--- config.mk ---
export PLATFORM = sky130hd
export DESIGN_NAME = seq_divider
export DESIGN_NICKNAME = d
export VERILOG_FILES = /design/src/rtl/div_pkg.sv /design/src/rtl/div_addsub.sv /design/src/rtl/seq_divider.sv
export SDC_FILE = /design/constraint.sdc
export NUM_CORES = 1
export LEC_CHECK = 0
export ABC_AREA = 1
export CORE_MARGIN = 2
export CORE_UTILIZATION = 40
export CTS_BUF_LIST = sky130_fd_sc_hd__clkbuf_8 sky130_fd_sc_hd__clkbuf_16
export DETAILED_ROUTE_END_ITERATION = 8
export GPL_TIMING_DRIVEN = 0
export SYNTH_ARGS = -nofsm -noshare
export SYNTH_HDL_FRONTEND = slang
export SYNTH_SLANG_ARGS = --single-unit
--- constraint.sdc ---
create_clock -name clk -period 4.44 [get_ports clk]
set_input_delay 0.888 -clock clk [delete_from_list [all_inputs] [get_ports clk]]
set_output_delay 0.888 -clock clk [all_outputs]
set_load 0.1 [all_outputs]
--- src/rtl/div_pkg.sv ---
// div_pkg: shared FSM encoding, default width and counter sizing for seq_divider.
package div_pkg;
  localparam int DEF_WIDTH = 32;
  function automatic int cnt_w(int w);
    return (w > 2) ? $clog2(w) : 1;
  endfunction
  localparam int CNT_W = cnt_w(DEF_WIDTH);
  typedef enum logic [2:0] {IDLE, PREP, ITER, FIX, DONE} state_t;
endpackage

--- src/rtl/div_addsub.sv ---
// div_addsub: WIDTH+1-bit adder/subtractor shared by the iteration and remainder fix-up.
module div_addsub #(
  parameter int WIDTH = 32
) (
  input  logic [WIDTH:0] a,
  input  logic [WIDTH:0] b,
  input  logic           sub,
  output logic [WIDTH:0] sum
);
  assign sum = sub ? a - b : a + b;
endmodule

--- src/rtl/seq_divider.sv ---
// seq_divider: sequential non-restoring divider, one quotient bit per cycle.
// Define SEQ_DIVIDER_SIGNED_EN to honour signed_op (two's complement operands).
module seq_divider
  import div_pkg::*;
#(
  parameter int WIDTH = DEF_WIDTH
) (
  input  logic             clk,
  input  logic             clr_n,
  input  logic             start,
  input  logic             signed_op,
  input  logic [WIDTH-1:0] dividend,
  input  logic [WIDTH-1:0] divisor,
  output logic             busy,
  output logic             done,
  output logic [WIDTH-1:0] quotient,
  output logic [WIDTH-1:0] remainder,
  output logic             div_by_zero
);
  localparam int CW = cnt_w(WIDTH);
  state_t state, nxt;
  logic [WIDTH-1:0] a_r, b_r, q, d, a_mag, b_mag, rem_u, q_fix, r_fix;
  logic [WIDTH:0] r, a_in, sum;
  logic [CW-1:0] cnt;
  logic sub;
  always_comb begin
    nxt = state == IDLE ? (start ? PREP : IDLE) :
          state == PREP ? (b_r == '0 ? FIX : ITER) :
          state == ITER ? (cnt == '0 ? FIX : ITER) :
          state == FIX  ? DONE : IDLE;
  end
  // ITER shifts the next dividend bit in; FIX adds the divisor back to a negative remainder
  assign a_in  = state == ITER ? {r[WIDTH-1:0], q[WIDTH-1]} : r;
  assign sub   = state == ITER && !r[WIDTH];
  assign rem_u = r[WIDTH] ? sum[WIDTH-1:0] : r[WIDTH-1:0];
  div_addsub #(.WIDTH(WIDTH)) u_addsub (
    .a   (a_in),
    .b   ({1'b0, d}),
    .sub (sub),
    .sum (sum)
  );
`ifdef SEQ_DIVIDER_SIGNED_EN
  logic sgn, neg_q, neg_r;
  assign a_mag = sgn && a_r[WIDTH-1] ? -a_r : a_r;
  assign b_mag = sgn && b_r[WIDTH-1] ? -b_r : b_r;
  assign q_fix = neg_q ? -q : q;
  assign r_fix = neg_r ? -rem_u : rem_u;
`else
  logic unused_signed_op;
  assign unused_signed_op = signed_op;
  assign a_mag = a_r;
  assign b_mag = b_r;
  assign q_fix = q;
  assign r_fix = rem_u;
`endif
  always_ff @(posedge clk or negedge clr_n) begin
    if (!clr_n) begin
      state       <= IDLE;
      busy        <= 1'b0;
      done        <= 1'b0;
      quotient    <= '0;
      remainder   <= '0;
      div_by_zero <= 1'b0;
      cnt         <= '0;
      a_r         <= '0;
      b_r         <= '0;
      q           <= '0;
      d           <= '0;
      r           <= '0;
`ifdef SEQ_DIVIDER_SIGNED_EN
      sgn         <= 1'b0;
      neg_q       <= 1'b0;
      neg_r       <= 1'b0;
`endif
    end else begin
      state <= nxt;
      busy  <= nxt != IDLE;
      done  <= state == DONE;
      if (state == IDLE && start) begin
        a_r <= dividend;
        b_r <= divisor;
`ifdef SEQ_DIVIDER_SIGNED_EN
        sgn <= signed_op;
`endif
      end
      if (state == PREP) begin
        q   <= a_mag;
        d   <= b_mag;
        r   <= '0;
        cnt <= CW'(WIDTH - 1);
`ifdef SEQ_DIVIDER_SIGNED_EN
        neg_q <= sgn & (a_r[WIDTH-1] ^ b_r[WIDTH-1]);
        neg_r <= sgn & a_r[WIDTH-1];
`endif
      end
      if (state == ITER) begin
        r   <= sum;
        q   <= {q[WIDTH-2:0], ~sum[WIDTH]};
        cnt <= cnt - CW'(1);
      end
      if (state == FIX) begin
        quotient    <= d == '0 ? '1 : q_fix;
        remainder   <= d == '0 ? a_r : r_fix;
        div_by_zero <= d == '0;
      end
    end
  end
endmodule

==> results of run 1 <==
[layout by cell type (no fill, tap or decap), drive strengths merged, types with 21 or more instances in the layout]
cell type,instances
nor3,21
a21oi,106
mux2,23
buf,32
dfrtp,236
ha,36
o221ai,31
xor2,30
clkdlybuf4s50,132
nor2,179
clkbuf,75
inv,304
o21ai,128
nand3,89
nand2,564
[metrics by stage]
stage	worst slack, ns	hold WS, ns	TNS [ns]	cell area [µm²]
floorplan	1.54	0.433	0	13600
global placement	-7.76	0.443	-1822.02	15500
detailed placement	0.508	0.464	0	15600
CTS	0.480	0.265	0	16500
global route	0.149	0.283	0	16500
finish	0.446	0.264	0	16500
[layer usage]
metal / part of all wire / wire length (µm) / global-route usage / up-vias
met2: 0.46 / 18400 / 0.375 / 357
met5: 0 / 0 / 0 / -
met3: 0.056 / 2220 / 0.0261 / 63
li1: - / - / - / 6183
met4: 0.022 / 881 / 0.0574 / 0
met1: 0.46 / 18300 / 0.316 / 5654
[worst paths after layout]
kind / startpoint / endpoint / cells past startpoint
max in group asynchronous: clr_n / d[31] / 2
hold / removal: clr_n / quotient[7] / 1
min in group clk: b_mag[9] / d[9] / 2
setup / recovery: state[2] / q[0] / 20
setup reg to reg: state[2] / q[0] / 20
hold reg to reg: b_mag[9] / d[9] / 2
[flip-flops by register name, indices dropped and copies added (netlist names), 3 cells and up]
name       cells
a_mag         32
b_mag         32
state          3
cnt            5
d             32
q             32
r             33
remainder     32
quotient      32
[kinds of logic (layout without fill, tap and decap cells)]
kind of cell	count (synthesis)	after routing
AND/OR/NAND/NOR	876	876
buffers and inverters	370	553
AO/OA/AOI/OAI	277	277
flip-flops	236	236
XOR/XNOR	42	42
adder cells (fa/ha/maj)	37	37
multiplexers	23	23
[cell type report]
class                      count  area (µm²)  area share
buffer                        69         347      0.0210
clock buffer                  35         786      0.0477
clock inverter                13         148     0.00896
inverter                     301        1130      0.0687
multi-input combinational   1255        6220       0.377
sequential                   236        5910       0.358
tap                          448         561      0.0340
timing repair buffer         135        1390      0.0844
==> impl_metrics.tcl, run 1 <==
set metrics [dict create \
    drv_cap 0 \
    synth-simple-area-share 0.264 \
    route.detailed.drc 0 \
    synth_edf_count 0 \
    clk_pin_slew_worst_paths_ns 0.07 \
    final_layout_size_suffix_gt1_frac 0.0592 \
    skew_ns 0.0104 \
    cts_buffers 26 \
    syn_avg_cell_area_um2 7.31 \
    clock-root-buffer "clkbuf_16" \
    drt_first_pass_iters 5 \
    synthTopCellsByArea "dfrtp_1, nand2_1, inv_1" \
    ys.flop_type "dfrtp_1" \
    num-fill-cells 3315 \
    fmax_mhz 250 \
    drtIter0Drc 776 \
    rows 67 \
    crit_required_ns 4.86 \
    synthAdderAreaFrac 0.0346 \
    utilization 0.492 \
    grt_max_degree 110 \
    synth_cell_types 43 \
    synth-async-reset-ratio 1.00 \
    fin_nets 2129 \
    clock_sinks 236 \
    cts_buffer_depth 3 \
    grt_pass1_wl_um 63800 \
    hold_buffers 0 \
    grt-ovfl-total 0 \
    status "finished, final reports clean" \
    rrSetupSlack_ns 0.45 \
    coreArea_um2 33500 \
    start_kind "flip-flop" \
    critPathSlowestCell "clkbuf_1" \
    ios 135 \
    die_w_um 188 \
    slew_violations 0 \
    htree_levels 1 \
    crit_chain "inv_1, nand3_2, buf_2, inv_2, clkbuf_1, o21ai_0, ha_1, fa_1, inv_1, nand3_1, nand2_1, nand2_1, nand2_1, nand2_1, nand2_1, a21oi_1, nand2_1, nand3_1, nand2_1, nand2_1" \
    fin_crit_sh 0.899 \
    die_y_um 188 \
    worst_path_most_repeated_cell "nand2_1" \
    die_area_um2 35500 \
    fin_crit_ns 3.99 \
    port_buffers 133 \
    crit_fanout 10 \
    synth_top_area_frac 0.434 \
    drt_wl_total_um 39800 \
    synth_top_area_cell "dfrtp_1" \
    ant_nets 0 \
    synth-seq-cells 236 \
    cp.buffers_inverters 5 \
    finalSetupViolations 0 \
    antenna_found_initial 0 \
    cts_resized 0 \
    viasPerCell 4.92 \
    slew_headroom 0.345 \
    worstMarginPinSlew_ns 0.980 \
    synthCells 1861 \
    start_util 0.406 \
    insertedDiodeCount 0 \
    yosysWarningCount 0 \
    end_kind "flip-flop" \
    syn_nets 1966 \
    rsz0062_at_grt "no" \
    synth.most_common_cell "nand2_1" \
    synthToLayoutAreaGrowth_pct 21.2 \
    finalHoldViolCount 0 \
    max_stage_delay_ns 0.50 \
    gp_congestion 0.958 \
    cp_top_family "simple AND/OR/NAND/NOR gates" \
    final_cells 2492 \
    post_cts_buffers 0 \
    min_path_type "in -> async" \
    hpwl_um 31900 \
    synth_xor_area_frac 0.0270 \
    wl_per_cell_um 16.0 \
    tritoncts "yes" \
    synth_seq_area_share 0.434 \
    syn-cell-area_um2 13600 \
    criticalPathCategory "reg -> reg" \
    synth_common_cells "nand2_1, inv_1, dfrtp_1, nor2_1, o21ai_0" \
    vias 12300 \
    dp_cells 2444 \
    synth_top_family_by_area "simple AND/OR/NAND/NOR gates" \
    grt_pass1_vias 11900 \
    synth_compound_area_frac 0.113 \
    gr-usage-all-layers 0.226 \
    cp.arrival_ns 4.42 \
    clock_latency_ns 0.53 \
    synth.area.mux_share 0.0190 \
]
Power of run 1 is not shown: default switching activity piles up to over one toggle a cycle in this logic, so the estimate is an artifact.
==> run 2: changes to the inputs <==
--- a/config.mk
+++ b/config.mk
@@ -11,6 +11,7 @@
 export CTS_BUF_LIST = sky130_fd_sc_hd__clkbuf_8 sky130_fd_sc_hd__clkbuf_16
 export DETAILED_ROUTE_END_ITERATION = 8
 export GPL_TIMING_DRIVEN = 0
+export SKIP_CTS_REPAIR_TIMING = 1
 export SYNTH_ARGS = -nofsm -noshare
 export SYNTH_HDL_FRONTEND = slang
 export SYNTH_SLANG_ARGS = --single-unit
==> constraint.sdc (replaced) <==
create_clock -name clk -period 4.44 [get_ports clk]
set_input_delay 0.444 -clock clk [delete_from_list [all_inputs] [get_ports clk]]
set_output_delay 0.444 -clock clk [all_outputs]
set_load 0.1 [all_outputs]
==> run 2 against run 1 <==
  * Core utilization about the same
  * Critical endpoint unchanged
  * Clock-buffer cell count stayed put
  * First-iteration DRC count grew 7.2%
==> impl_metrics.tcl, run 2 (synthesis gave the netlist of run 1 again) <==
set metrics [dict create \
    port_buffers 133 \
    cts_buffers 26 \
    clock_sinks 236 \
    gp_congestion 0.958 \
    grt_pass1_wl_um 63800 \
    start_kind "flip-flop" \
    fin_crit_ns 4.02 \
    wl_per_cell_um 16.0 \
    dp_cells 2444 \
    min_path_type "in -> async" \
    ant_nets 0 \
    crit_required_ns 4.86 \
    criticalPathCategory "reg -> reg" \
    finalSetupViolations 0 \
    drtIter0Drc 832 \
    largest_register_ff_count 33 \
    gr-usage-all-layers 0.226 \
    die_y_um 188 \
    coreArea_um2 33500 \
    final_cell_area_um2 16500 \
    rsz0062_at_grt "no" \
    finalHoldViolCount 0 \
    placedInstanceArea_um2 15600 \
    start_util 0.406 \
    skew_ns 0.00915 \
    grt_pass1_vias 11900 \
    status "finished, final reports clean" \
    drv_cap 0 \
    final_layout_size_suffix_gt1_frac 0.0592 \
    top_register "r" \
    r2r-end "q[0]" \
    drt_wl_total_um 39800 \
    die_area_um2 35500 \
    insertedDiodeCount 0 \
    end_kind "flip-flop" \
    setup-tns-final_ns 0 \
    slew_violations 0 \
    fin_crit_sh 0.905 \
    antenna_found_initial 0 \
    seqCellArea_um2 5910 \
    rows 67 \
    worstMarginPinSlew_ns 0.980 \
    timing.rr.start "state[2]" \
    clock_latency_ns 0.53 \
    die_w_um 188 \
    htree_levels 1 \
    clock-root-buffer "clkbuf_16" \
    slew_headroom 0.345 \
    synthToLayoutAreaGrowth_pct 21.3 \
    grt_max_degree 110 \
    cp.arrival_ns 4.44 \
    tritoncts "yes" \
    reg2reg_depth 20 \
    fmax_mhz 249 \
    clk_pin_slew_worst_paths_ns 0.07 \
    final_cell_mix "nand2_1, inv_1, dfrtp_1" \
    route.detailed.drc 0 \
    final_cells 2493 \
    fin_nets 2130 \
    crit_fanout 10 \
    utilization 0.492 \
    vias 12200 \
    rrSetupSlack_ns 0.42 \
    ios 135 \
    viasPerCell 4.91 \
    multi_input_comb_area_um2 6220 \
    grt-ovfl-total 0 \
    num-fill-cells 3314 \
    drt_first_pass_iters 5 \
    hpwl_um 31900 \
    layout_commonest_cell "nand2_1" \
    cts_buffer_depth 3 \
]
==> run 2: per-stage QoR <==
step,hold slack (ns),setup WS [ns]
floorplan,0.148,1.54
global placement,0.443,-7.31
detailed placement,0.392,0.508
CTS,-0.179,0.480
global route,0.451,0.149
finish,0.416,0.423
==> run 2: area by class of cell <==
type	count	share of cell area
multi-input combinational	1255	0.377
sequential	236	0.358
timing repair buffer	136	0.0849
inverter	301	0.0686
clock buffer	35	0.0476
tap	448	0.0340
buffer	69	0.0210
clock inverter	13	0.00895
==> run 2: how the worst max path moves through the flow <==
| stage | from | endpoint | cells past startpoint |
|---|---|---|---|
| 2_1_floorplan | state[2] | remainder[24] | 20 |
| 3_3_place_gp | clr_n | b_mag[29] | 1 |
| 3_5_place_dp | state[2] | q[0] | 20 |
| 4_1_cts | state[2] | q[0] | 20 |
| 5_1_grt | state[2] | q[0] | 20 |
| 6_report | state[2] | q[0] | 20 |
==> run 2: critical path: stages, from the launching register on <==
cell,delay (ns)
dfrtp_1,0.42
inv_1,0.12
nand3_2,0.15
buf_2,0.23
inv_2,0.21
clkbuf_1,0.50
o21ai_0,0.20
ha_1,0.25
fa_1,0.41
inv_1,0.11
nand3_1,0.07
nand2_1,0.14
nand2_1,0.07
nand2_1,0.14
nand2_1,0.07
nand2_1,0.18
a21oi_1,0.14
nand2_1,0.08
nand3_1,0.22
nand2_1,0.13
nand2_1,0.05
==> run 2: layer usage <==
metal  part of all wire  routed length, µm  GRT usage  vias up
li1                   -                  -          -     6186
met1               0.46              18500      0.316     5679
met2               0.46              18500      0.375      324
met3              0.053               2100     0.0261       60
met4              0.020                816     0.0574        0
met5                  0                  0          0        -
Power of run 2 is left out for the same reason.
==> run 3: changes to the inputs <==
--- a/config.mk
+++ b/config.mk
@@ -6,12 +6,14 @@
 export NUM_CORES = 1
 export LEC_CHECK = 0
 export ABC_AREA = 1
+export CORE_ASPECT_RATIO = 0.7
 export CORE_MARGIN = 2
 export CORE_UTILIZATION = 40
 export CTS_BUF_LIST = sky130_fd_sc_hd__clkbuf_8 sky130_fd_sc_hd__clkbuf_16
 export DETAILED_ROUTE_END_ITERATION = 8
 export GPL_TIMING_DRIVEN = 0
 export SKIP_CTS_REPAIR_TIMING = 1
+export SLEW_MARGIN = 20
 export SYNTH_ARGS = -nofsm -noshare
 export SYNTH_HDL_FRONTEND = slang
 export SYNTH_SLANG_ARGS = --single-unit
==> run 3 against run 2 <==
  * Cell count decreased by 0.52%
  * Maximum frequency decreased by 2.2%
  * Critical path depth unchanged
  * Register-to-register slack got worse by 0.09 ns
  * Die area about the same
  * Core utilization about the same
  * Hold slack got worse by 0.083 ns
  * Critical path type unchanged
==> impl_metrics.tcl, run 3 (synthesis gave the netlist of run 1 again) <==
set metrics [dict create \
    synthToLayoutAreaGrowth_pct 21.1 \
    die_w_um 224 \
    insertedDiodeCount 0 \
    drtIter0Drc 1216 \
    coreArea_um2 33500 \
    slew_headroom 0.318 \
    crit_end "remainder[28]" \
    cts_buffer_depth 3 \
    top_register "r" \
    rsz0062_at_grt "no" \
    wl_met2_um 18400 \
    htree_levels 1 \
    drv_cap 0 \
    clk_pin_slew_worst_paths_ns 0.07 \
    final_layout_size_suffix_gt1_frac 0.0587 \
    port_buffers 133 \
    fin_crit_ns 4.11 \
    finalHoldViolCount 0 \
    grt_max_degree 86 \
    place_ws_ns 0.226 \
    crit_fanout 10 \
    fmax_mhz 243 \
    wl_per_cell_um 18.4 \
    drt_wl_total_um 45600 \
    rrSetupSlack_ns 0.33 \
    wl_met1_um 23100 \
    start_util 0.406 \
    fin_ws_ns 0.332 \
    gp_congestion 0.917 \
    grt_pass1_wl_um 70000 \
    end_kind "flip-flop" \
    ant_nets 0 \
    slew_violations 0 \
    clock-root-buffer "clkbuf_16" \
    cp.arrival_ns 4.54 \
    skew_ns 0.0146 \
    critical_path.startpoint "state[2]" \
    fin_nets 2131 \
    start_kind "flip-flop" \
    fin_crit_sh 0.925 \
    clock_sinks 236 \
    timing.rr.start "state[2]" \
    gr-usage-all-layers 0.259 \
    tritoncts "yes" \
    reg2reg_depth 20 \
    rows 56 \
    hpwl_um 36400 \
    viasPerCell 5.14 \
    grt_pass1_vias 11900 \
    ios 135 \
    cts_buffers 26 \
    whs_ns 0.333 \
    finalSetupViolations 0 \
    die_y_um 158 \
    route.detailed.drc 0 \
    drt_first_pass_iters 5 \
    layout_commonest_cell "nand2_1" \
    largest_register_ff_count 33 \
    criticalPathCategory "reg -> reg" \
    top_layer "met4" \
    r2r-end "remainder[28]" \
    crit_required_ns 4.87 \
    wl_met3_um 3290 \
    min_path_type "in -> async" \
    num-fill-cells 3370 \
    utilization 0.492 \
    die_area_um2 35500 \
    vias 12700 \
    placedInstanceArea_um2 15600 \
    final_cell_mix "nand2_1, inv_1, dfrtp_1" \
    worstMarginPinSlew_ns 1.02 \
    multi_input_comb_area_um2 6220 \
    grt-ovfl-total 0 \
    final_cell_area_um2 16500 \
    status "finished, final reports clean" \
    clock_latency_ns 0.55 \
    antenna_found_initial 0 \
    seqCellArea_um2 5910 \
]
[run 3: cell count changes in the layout (fill, tap and decap cells not counted), sizes merged]
cell / change
buf: +1
bufinv: -1
clkbuf: -2
clkinvlp: -1
inv: +3
[run 3: area by class of cell]
cell class              count  share of cell area
plain buffers              69              0.0211
flip-flops and latches    236               0.359
well taps                 435              0.0331
clock buffers              33              0.0454
clock inverters            14             0.00874
multi-input cells        1255               0.378
inverters                 301              0.0688
repair buffers            137              0.0868
[run 3: worst min path at each step]
stage / start / to / slack, ns
finish: clr_n / r[14] / 0.33
global route: clr_n / r[14] / 0.36
CTS: clr_n / r[14] / -0.25
detailed placement: clr_n / r[14] / 0.32
global placement: state[0] / done / 0.45
floorplan: clr_n / a_mag[0] / 0.15
[run 3: routing by layer]
metal | GRT usage | vias up
met5 | 0 | -
met4 | 0.0514 | 0
met3 | 0.0406 | 50
met2 | 0.371 | 439
met1 | 0.410 | 6057
li1 | - | 6192
[run 3: worst max-delay path, stage by stage (launching register included)]
cell      delay [ns]
dfrtp_1         0.42
inv_1           0.12
nand3_2         0.18
buf_2           0.26
inv_2           0.25
clkbuf_2        0.37
o21ai_0         0.14
ha_1            0.24
fa_1            0.43
inv_1           0.14
nand3_1         0.08
nand2_1         0.14
nand2_1         0.09
nand2_1         0.17
nand2_1         0.08
nand2_1         0.17
nand2_1         0.13
nand3_1         0.12
nand3_1         0.11
nand2_1         0.24
nand2_1         0.08
[run 3: metrics by stage]
step | setup TNS, ns | instances
2_1_floorplan | 0 | 1861
3_3_place_gp | -1776.27 | 2429
3_5_place_dp | 0 | 2432
4_1_cts | 0 | 2479
5_1_grt | 0 | 2480
6_report | 0 | 2480
Power of run 3 is left out for the same reason.
